### src/rtl/gelu_param_sched_if.sv
// rtl/gelu_param_sched_if.sv - stream bundle (tdata/tvalid/tready/tlast) used by gelu_param_sched
interface gelu_param_sched_if #(
  parameter int W = 32
);
  logic [W-1:0] tdata;
  logic         tvalid;
  logic         tready;
  logic         tlast;

  modport master (output tdata, output tvalid, output tlast, input tready);
  modport slave  (input tdata, input tvalid, input tlast, output tready);
  modport tap    (input tdata, input tvalid, input tlast, input tready);
endinterface

### src/rtl/gelu_param_sched.sv
// rtl/gelu_param_sched.sv - GELU per-layer parameter router and layer/batch sequencer
// Optional framing check on s_param tlast enabled by defining PARAM_CHECK_EN.
module gelu_param_sched #(
  parameter  int X_W          = 32,
  parameter  int MATRIXSIZE_W = 16,
  parameter  int LAYERS       = 12,
  parameter  int BATCHES      = 1,
  localparam int LW           = (LAYERS  > 1) ? $clog2(LAYERS)  : 1,
  localparam int BW           = (BATCHES > 1) ? $clog2(BATCHES) : 1
) (
  input  logic                    clk,
  input  logic                    rst,
  input  logic                    start,
  input  logic [MATRIXSIZE_W-1:0] cfg_m3,
  gelu_param_sched_if.slave       s_param,
  gelu_param_sched_if.master      m_bias,
  gelu_param_sched_if.master      m_m,
  gelu_param_sched_if.master      m_e,
  gelu_param_sched_if.tap         mon,
  output logic [LW-1:0]           layer_idx,
  output logic [BW-1:0]           batch_idx,
  output logic                    busy,
  output logic                    done,
  output logic                    param_err
);

  typedef enum logic [2:0] {IDLE, LOAD_B, LOAD_M, LOAD_E, RUN, DONE} state_t;

  state_t                  state;
  logic [MATRIXSIZE_W-1:0] m3_q;
  logic [MATRIXSIZE_W-1:0] beat;
  logic [MATRIXSIZE_W-1:0] last_beat;
  logic                    bias_last;
  logic                    p_fire;
  logic                    mon_fire;
  logic                    frame_err;

  assign last_beat = m3_q - MATRIXSIZE_W'(1);
  assign bias_last = (beat == last_beat);

  // Zero-latency routing: the active load state owns the param stream outright.
  always_comb begin
    m_bias.tvalid  = 1'b0;
    m_m.tvalid     = 1'b0;
    m_e.tvalid     = 1'b0;
    s_param.tready = 1'b0;
    case (state)
      LOAD_B: begin
        m_bias.tvalid  = s_param.tvalid;
        s_param.tready = m_bias.tready;
      end
      LOAD_M: begin
        m_m.tvalid     = s_param.tvalid;
        s_param.tready = m_m.tready;
      end
      LOAD_E: begin
        m_e.tvalid     = s_param.tvalid;
        s_param.tready = m_e.tready;
      end
      default: ;
    endcase
  end

  assign m_bias.tdata = s_param.tdata;
  assign m_m.tdata    = s_param.tdata;
  assign m_e.tdata    = s_param.tdata;
  assign m_bias.tlast = (state == LOAD_B) && bias_last;
  assign m_m.tlast    = 1'b1;
  assign m_e.tlast    = 1'b1;

  assign p_fire   = s_param.tvalid && s_param.tready;
  assign mon_fire = mon.tvalid && mon.tready && mon.tlast;

`ifdef PARAM_CHECK_EN
  // Input tlast must sit only on the e word; sequencing still follows the beat count.
  assign frame_err = p_fire && ((((state == LOAD_B) || (state == LOAD_M)) && s_param.tlast) ||
                                ((state == LOAD_E) && !s_param.tlast));
`else
  assign frame_err = 1'b0;
`endif

  always_ff @(posedge clk or posedge rst) begin
    if (rst) begin
      state     <= IDLE;
      m3_q      <= '0;
      beat      <= '0;
      layer_idx <= '0;
      batch_idx <= '0;
      busy      <= 1'b0;
      done      <= 1'b0;
      param_err <= 1'b0;
    end else begin
      if (frame_err) param_err <= 1'b1;
      case (state)
        IDLE: begin
          if (start) begin
            busy      <= 1'b1;
            param_err <= 1'b0;
            layer_idx <= '0;
            batch_idx <= '0;
            beat      <= '0;
            m3_q      <= cfg_m3;
            state     <= (cfg_m3 == '0) ? LOAD_M : LOAD_B;
          end
        end
        LOAD_B: begin
          if (p_fire) begin
            if (bias_last) begin
              beat  <= '0;
              state <= LOAD_M;
            end else begin
              beat <= beat + MATRIXSIZE_W'(1);
            end
          end
        end
        LOAD_M: if (p_fire) state <= LOAD_E;
        LOAD_E: if (p_fire) state <= RUN;
        RUN: begin
          if (mon_fire) begin
            if (batch_idx == BW'(BATCHES - 1)) begin
              batch_idx <= '0;
              if (layer_idx == LW'(LAYERS - 1)) begin
                state <= DONE;
                done  <= 1'b1;
              end else begin
                layer_idx <= layer_idx + LW'(1);
                state     <= (m3_q == '0) ? LOAD_M : LOAD_B;
              end
            end else begin
              batch_idx <= batch_idx + BW'(1);
            end
          end
        end
        DONE: begin
          done      <= 1'b0;
          busy      <= 1'b0;
          layer_idx <= '0;
          state     <= IDLE;
        end
        default: state <= IDLE;
      endcase
    end
  end

endmodule
### src/flat_wrapper.sv
// flat-port wrapper written by rule: the top's interface ports become plain ports
module gelu_param_sched_flat 
#(
  parameter  int X_W          = 32,
  parameter  int MATRIXSIZE_W = 16,
  parameter  int LAYERS       = 12,
  parameter  int BATCHES      = 1,
  localparam int LW           = (LAYERS  > 1) ? $clog2(LAYERS)  : 1,
  localparam int BW           = (BATCHES > 1) ? $clog2(BATCHES) : 1
)
  (clk, rst, start, cfg_m3, layer_idx, batch_idx, busy, done, param_err, s_param_tdata, s_param_tvalid, s_param_tlast, s_param_tready, m_bias_tdata, m_bias_tvalid, m_bias_tlast, m_bias_tready, m_m_tdata, m_m_tvalid, m_m_tlast, m_m_tready, m_e_tdata, m_e_tvalid, m_e_tlast, m_e_tready, mon_tdata, mon_tvalid, mon_tlast, mon_tready);
  gelu_param_sched_if s_param_i ();
  gelu_param_sched_if m_bias_i ();
  gelu_param_sched_if m_m_i ();
  gelu_param_sched_if m_e_i ();
  gelu_param_sched_if mon_i ();
  input  logic clk;
  input  logic rst;
  input  logic start;
  input  logic [MATRIXSIZE_W-1:0] cfg_m3;
  output logic [LW-1:0] layer_idx;
  output logic [BW-1:0] batch_idx;
  output logic busy;
  output logic done;
  output logic param_err;
  input wire logic [$bits(s_param_i.tdata)-1:0] s_param_tdata;
  input wire logic [$bits(s_param_i.tvalid)-1:0] s_param_tvalid;
  input wire logic [$bits(s_param_i.tlast)-1:0] s_param_tlast;
  output wire logic [$bits(s_param_i.tready)-1:0] s_param_tready;
  output wire logic [$bits(m_bias_i.tdata)-1:0] m_bias_tdata;
  output wire logic [$bits(m_bias_i.tvalid)-1:0] m_bias_tvalid;
  output wire logic [$bits(m_bias_i.tlast)-1:0] m_bias_tlast;
  input wire logic [$bits(m_bias_i.tready)-1:0] m_bias_tready;
  output wire logic [$bits(m_m_i.tdata)-1:0] m_m_tdata;
  output wire logic [$bits(m_m_i.tvalid)-1:0] m_m_tvalid;
  output wire logic [$bits(m_m_i.tlast)-1:0] m_m_tlast;
  input wire logic [$bits(m_m_i.tready)-1:0] m_m_tready;
  output wire logic [$bits(m_e_i.tdata)-1:0] m_e_tdata;
  output wire logic [$bits(m_e_i.tvalid)-1:0] m_e_tvalid;
  output wire logic [$bits(m_e_i.tlast)-1:0] m_e_tlast;
  input wire logic [$bits(m_e_i.tready)-1:0] m_e_tready;
  input wire logic [$bits(mon_i.tdata)-1:0] mon_tdata;
  input wire logic [$bits(mon_i.tvalid)-1:0] mon_tvalid;
  input wire logic [$bits(mon_i.tlast)-1:0] mon_tlast;
  input wire logic [$bits(mon_i.tready)-1:0] mon_tready;
  assign s_param_i.tdata = s_param_tdata;
  assign s_param_i.tvalid = s_param_tvalid;
  assign s_param_i.tlast = s_param_tlast;
  assign s_param_tready = s_param_i.tready;
  assign m_bias_tdata = m_bias_i.tdata;
  assign m_bias_tvalid = m_bias_i.tvalid;
  assign m_bias_tlast = m_bias_i.tlast;
  assign m_bias_i.tready = m_bias_tready;
  assign m_m_tdata = m_m_i.tdata;
  assign m_m_tvalid = m_m_i.tvalid;
  assign m_m_tlast = m_m_i.tlast;
  assign m_m_i.tready = m_m_tready;
  assign m_e_tdata = m_e_i.tdata;
  assign m_e_tvalid = m_e_i.tvalid;
  assign m_e_tlast = m_e_i.tlast;
  assign m_e_i.tready = m_e_tready;
  assign mon_i.tdata = mon_tdata;
  assign mon_i.tvalid = mon_tvalid;
  assign mon_i.tlast = mon_tlast;
  assign mon_i.tready = mon_tready;
  gelu_param_sched #(.X_W(X_W), .MATRIXSIZE_W(MATRIXSIZE_W), .LAYERS(LAYERS), .BATCHES(BATCHES)) u_core (.clk(clk), .rst(rst), .start(start), .cfg_m3(cfg_m3), .s_param(s_param_i), .m_bias(m_bias_i), .m_m(m_m_i), .m_e(m_e_i), .mon(mon_i), .layer_idx(layer_idx), .batch_idx(batch_idx), .busy(busy), .done(done), .param_err(param_err));
endmodule
### config.mk
export PLATFORM = sky130hd
export DESIGN_NAME = gelu_param_sched_flat
export DESIGN_NICKNAME = d
export VERILOG_FILES = /design/src/rtl/gelu_param_sched_if.sv /design/src/rtl/gelu_param_sched.sv /design/src/flat_wrapper.sv
export SDC_FILE = /design/constraint.sdc
export NUM_CORES = 1
export LEC_CHECK = 0
export BUFFER_PORTS_ARGS = -buffer_cell sky130_fd_sc_hd__buf_2
export CORE_MARGIN = 5
export CORE_UTILIZATION = 46
export CTS_CLUSTER_DIAMETER = 40
export DETAILED_ROUTE_END_ITERATION = 16
export PLACE_DENSITY = 0.84
export SLEW_MARGIN = 20
export SYNTH_ARGS = -nofsm -noshare
export SYNTH_HDL_FRONTEND = slang
export SYNTH_SLANG_ARGS = --single-unit
export TNS_END_PERCENT = 100
### constraint.sdc
create_clock -name clk -period 4.7 [get_ports clk]
set_input_delay 0.705 -clock clk [delete_from_list [all_inputs] [get_ports clk]]
set_output_delay 0.705 -clock clk [all_outputs]
set_load 0.01 [all_outputs]
== Yosys cells after proc, flatten, opt, wreduce, memory -nomap -nowiden ==
Index checks and enable logic that the tools add are counted.
Storage, ports and cells
  bits in registers: 42
  input bits: 91
  output and inout port bits: 111
  word-level logic and storage cells: 80
Cells by class
  add/sub/neg operators: 4
  equal/unequal tests: 16
  muxes and demuxes: 34
  reduce and logical (&&, ||, !) cells: 19
Operators by type and width (count)
  two-way mux 16 bit: 3
  logical NOT 16 bit: 2
  one-hot mux 16 bit (2 select lines): 1
  two-way mux 3 bit: 8
  adder 16 x 1 -> 16 bit, second input constant: 1
  == test 16 bit: 1
  two-way mux 4 bit: 4
  subtractor 16 x 1 -> 16 bit, second input constant: 1
  one-hot mux 3 bit (5 select lines): 1
  != test 2 x 1 -> 1 bit, second input constant: 6
  one-hot mux 4 bit (3 select lines): 1
  two-way mux 1 bit: 10
  nonzero test 2 bit: 4
  AND reduction 7 bit: 1
  == test 3 x 2 -> 1 bit, second input constant: 2
  == test 3 bit, second input constant: 2
  != test 2 bit, second input constant: 3
  one-hot mux 1 bit (2 select lines): 3
  AND reduction 3 bit: 2
  AND reduction 5 bit: 1
  adder 4 x 1 -> 4 bit, second input constant: 1
  == test 4 bit, second input constant: 1
  logical AND 1 bit: 4
  two-way mux 2 bit: 2
  7 further kinds: 8

== Longest topological paths before layout ==
  word-level depth: 6
  mapped depth: 9
  gate-level depth less buffers: 9

== Worst setup path before layout ==
Ideal clock, no wire load.
  kind: register -> output
  from: reg u_core.m3_q[0]
  to: out m_bias_tlast
  arrival: 2.515 ns
  data required time: 3.995 ns
  slack: 1.480 ns
  cell stages (with the launch flop): 7
  buffers on the path: 0
  path through: dfrtp_1 -> or4_4 -> or4b_4 -> or4_4 -> a22oi_4 -> nand4_4 -> nor2_1
On the way
  longest elaborated chain between the ends: 3
Ends and longest elaborated chain
  from (decl): RTL line gelu_param_sched.sv:30  | logic [MATRIXSIZE_W-1:0] m3_q;
  from (signal assigned): RTL line gelu_param_sched.sv:102  | m3_q <= cfg_m3;
  subtractor 16 x 1 -> 16 bit: RTL line gelu_param_sched.sv:38  | assign last_beat = m3_q - MATRIXSIZE_W'(1);
  == test 16 bit: RTL line gelu_param_sched.sv:39  | assign bias_last = (beat == last_beat);
  logical AND 1 bit: RTL line gelu_param_sched.sv:67  | assign m_bias.tlast = (state == LOAD_B) && bias_last;
  to (decl): RTL line flat_wrapper.sv:32  | output wire logic [$bits(m_bias_i.tlast)-1:0] m_bias_tlast;
No other way between the ends.

== Worst setup path after layout ==
Same ends and word-level chain as after synthesis.

==> results.sh <==
export IMPL_nNetsFinal=424
export IMPL_syn_inst=392
export IMPL_crit_type="reg -> out"
export IMPL_die_w_um=95.7
export IMPL_cts_tree="yes"
export IMPL_drv_cap=0
export IMPL_drc_errors=0
export IMPL_vdd_drop_max_uv=184
export IMPL_clockBufferDepth=2
export IMPL_crit_required_ns=3.99
export IMPL_grt_usage_pct=14.2
export IMPL_seq_area_um2=1030
export IMPL_synthTopCellsByArea="dfrtp_1, buf_4, xnor2_1, mux2_2, nor2_1"
export IMPL_cts_resized=0
export IMPL_ys_seq_elements=41
export IMPL_fin_cells=429
export IMPL_wl_per_cell_um=14.5
export IMPL_start_kind="flop"
export IMPL_areaGrowthSynthToFinish_pct=-11.0
export IMPL_reg2reg_slack_ns=1.64
export IMPL_worst_path_buf_inv=2
export IMPL_grt_pass1_wl_um=10500
export IMPL_n_antenna_cell=0
export IMPL_setup_viol=0
export IMPL_drt_wl_total_um=6210
export IMPL_io_pins=202
export IMPL_crit_family="simple AND/OR/NAND/NOR gates"
export IMPL_rsz0062_at_grt="false"
export IMPL_final_hold_violation_count=0
export IMPL_first_pass_iters=4
export IMPL_synthArstFlopShare_pct=100
export IMPL_status="completed"
export IMPL_final_util_pct=41.6
export IMPL_rows=31
export IMPL_power_w=0.000772
export IMPL_initial_core_util_pct=46.8
export IMPL_relSlewSlack_pct=35.5
export IMPL_drive_gt1_share_pct=21.2
export IMPL_portBuffers=36
export IMPL_synth_top_area_cell="dfrtp_1"
export IMPL_multi_input_area_um2=1520
export IMPL_ys_seq_area_share_pct=30.4
export IMPL_slowest_delay_ns=0.70
export IMPL_post_cts_buffers=0
export IMPL_dp_cells=421
export IMPL_path_cells="inv_1 -> ha_1 -> nor3b_1 -> nand4_1 -> xnor2_1 -> a2111oi_2 -> nand4_4 -> nor2_1 -> buf_2"
export IMPL_clk_pin_slew_worst_paths_ns=0.08
export IMPL_cts_num_sinks=41
export IMPL_clk_latency_ns=0.30
export IMPL_antenna_left=0
export IMPL_cts_htree_levels=2
export IMPL_synth_top_area_share_pct=30.4
export IMPL_holdWs_ns=0.524
export IMPL_antenna_found_initial=0
export IMPL_dp_hpwl_um=4700
export IMPL_dieHeight_um=95.7
export IMPL_cp_max_fo=9
export IMPL_syn_avg_cell_area_um2=8.61
export IMPL_finClkSkew_ns=0.00530
export IMPL_design_core_area_um2=7210
export IMPL_power_density_nw_per_um2=257
export IMPL_gp_congestion=0.803
export IMPL_grt_start_max_net_pins=42
export IMPL_max_freq_mhz=265
export IMPL_hold_buffers=0
export IMPL_cp_slowest_cell="nor3b_1"
export IMPL_min_period_over_period_pct=80.4
export IMPL_ys_types=51
export IMPL_ys_flop_type="dfrtp_1"
export IMPL_slew_violations=0
export IMPL_via_per_inst=5.45
export IMPL_synth_edf_count=0
export IMPL_crit_start="u_core.m3_q[0]"
export IMPL_netlist_area_um2=3380
export IMPL_dr_first_iter_drc_count=105
export IMPL_cts_buffers=5
export IMPL_r2r_start="u_core.m3_q[0]"
export IMPL_cts_root_buffer="clkbuf_8"
export IMPL_fin_crit_ns=3.78
export IMPL_end_kind="primary output"
export IMPL_fill_cells=725
export IMPL_vias=2340
export IMPL_cp_arrival_ns=3.08
export IMPL_ys_warn_count=0
export IMPL_tns_ns=0
export IMPL_p_leak_nw=1.39
export IMPL_die_area_um2=9150
export IMPL_grt_pass1_vias=2342
export IMPL_worst_pin_slew_ns=0.960
export IMPL_min_path_type="in -> async"
export IMPL_grt_overflow_total=0
==> worst register-to-register path: cells and delay by family (launching register included) <==
kind | cells | cell delay, ns
XOR/XNOR | 1 | 0.20
buffers and inverters | 1 | 0.11
AO/OA/AOI/OAI | 1 | 0.40
flip-flops | 1 | 0.42
AND/OR/NAND/NOR | 5 | 1.66
adder cells (fa/ha/maj) | 1 | 0.22
==> stage by stage <==
stage / area, um^2 / worst slack, ns
after floorplan: 3380 / 1.48
after global placement: 2920 / 1.27
after detailed placement: 2920 / 1.25
after CTS: 3000 / 0.915
after global routing: 3000 / 0.693
final: 3000 / 0.919
==> per-layer routing <==
metal  track usage [%]  vias up  part of all wire [%]
li1                  -     1108                     -
met1              17.1     1118                    41
met2              23.9       84                    49
met3              3.16       30                   7.2
met4              6.75        0                   2.7
met5                 0        -                     0
==> kinds of logic (layout without fill, tap and decap cells) <==
| logic type | count (synthesis) | after routing | share of synthesized area (%) |
|---|---|---|---|
| buffers and inverters | 124 | 60 | 24.9 |
| adders and majority gates | 4 | 4 | 1.48 |
| other | 2 | 4 | 0.222 |
| and+or+nand+nor | 134 | 134 | 21.2 |
| xor gates and xnor gates | 32 | 32 | 8.30 |
| muxes | 14 | 14 | 4.67 |
| DFF | 41 | 41 | 30.4 |
| AOI/OAI and AO/OA | 41 | 41 | 8.82 |
==> area by class of cell <==
cell class              count  share of cell area (%)
clock buffers               5                    2.29
clock inverters             3                   0.583
inverters                  13                    1.62
multi-input cells         229                    50.5
flip-flops and latches     41                    34.2
well taps                  99                    4.12
repair buffers             39                    6.75
==> power breakdown <==
group          internal, W  total [W]  switching, W
clock network     0.000103   0.000230      0.000127
logic            0.0000628   0.000130     0.0000674
registers         0.000375   0.000412     0.0000373
total             0.000540   0.000772      0.000232
==> cell usage after synthesis (3+ instances only) <==
| cell | instances |
|---|---|
| nor3_1 | 9 |
| buf_4 | 100 |
| o21ai_1 | 4 |
| or4_1 | 7 |
| a21oi_1 | 10 |
| inv_1 | 13 |
| nand2b_1 | 5 |
| o21ai_0 | 6 |
| clkbuf_1 | 11 |
| mux2_2 | 14 |
| xor2_1 | 10 |
| nor2b_1 | 4 |
| nand2_1 | 24 |
| or3_1 | 3 |
| dfrtp_1 | 41 |
| nor2_1 | 37 |
| ha_1 | 4 |
| nor4_1 | 10 |
| nand4_1 | 5 |
| nor3b_1 | 3 |
| nand3_1 | 14 |
| xnor2_1 | 22 |
| o211ai_1 | 3 |
==> flip-flops by register name, summed over array words and instances (netlist names) <==
signal / flops
u_core.busy: 1
u_core.state: 3
u_core.beat: 16
u_core.done: 1
u_core.layer_idx: 4
u_core.m3_q: 16
==> cell usage in the layout, fill, tap and decap left out, drive strengths merged, types with 2 or more instances in the layout <==
master,instances
o211ai,3
inv,13
or3,3
a21oi,11
or4,9
dfrtp,41
o21ai,10
nand2,24
nor3b,3
ha,4
a31oi,2
a311o,2
nor3,9
nand2b,5
xnor2,22
nor2,37
xor2,10
a2111oi,2
nand3,14
nor4,10
nand4,6
mux2,14
clkbuf,5
clkinv,2
nor2b,4
conb,4
buf,39
and3,2
==> path summary, 6_finish.rpt <==
| check | end | cells after the start |
|---|---|---|
| setup reg to reg | u_core.state[1] | 9 |
| max in group asynchronous | u_core.beat[2] | 3 |
| min in group clk | u_core.busy | 2 |
| hold reg to reg | u_core.busy | 2 |
| setup / recovery | m_bias_tlast | 9 |
| hold / removal | u_core.m3_q[2] | 3 |
Note: power is estimated with default switching activity, not from simulation.
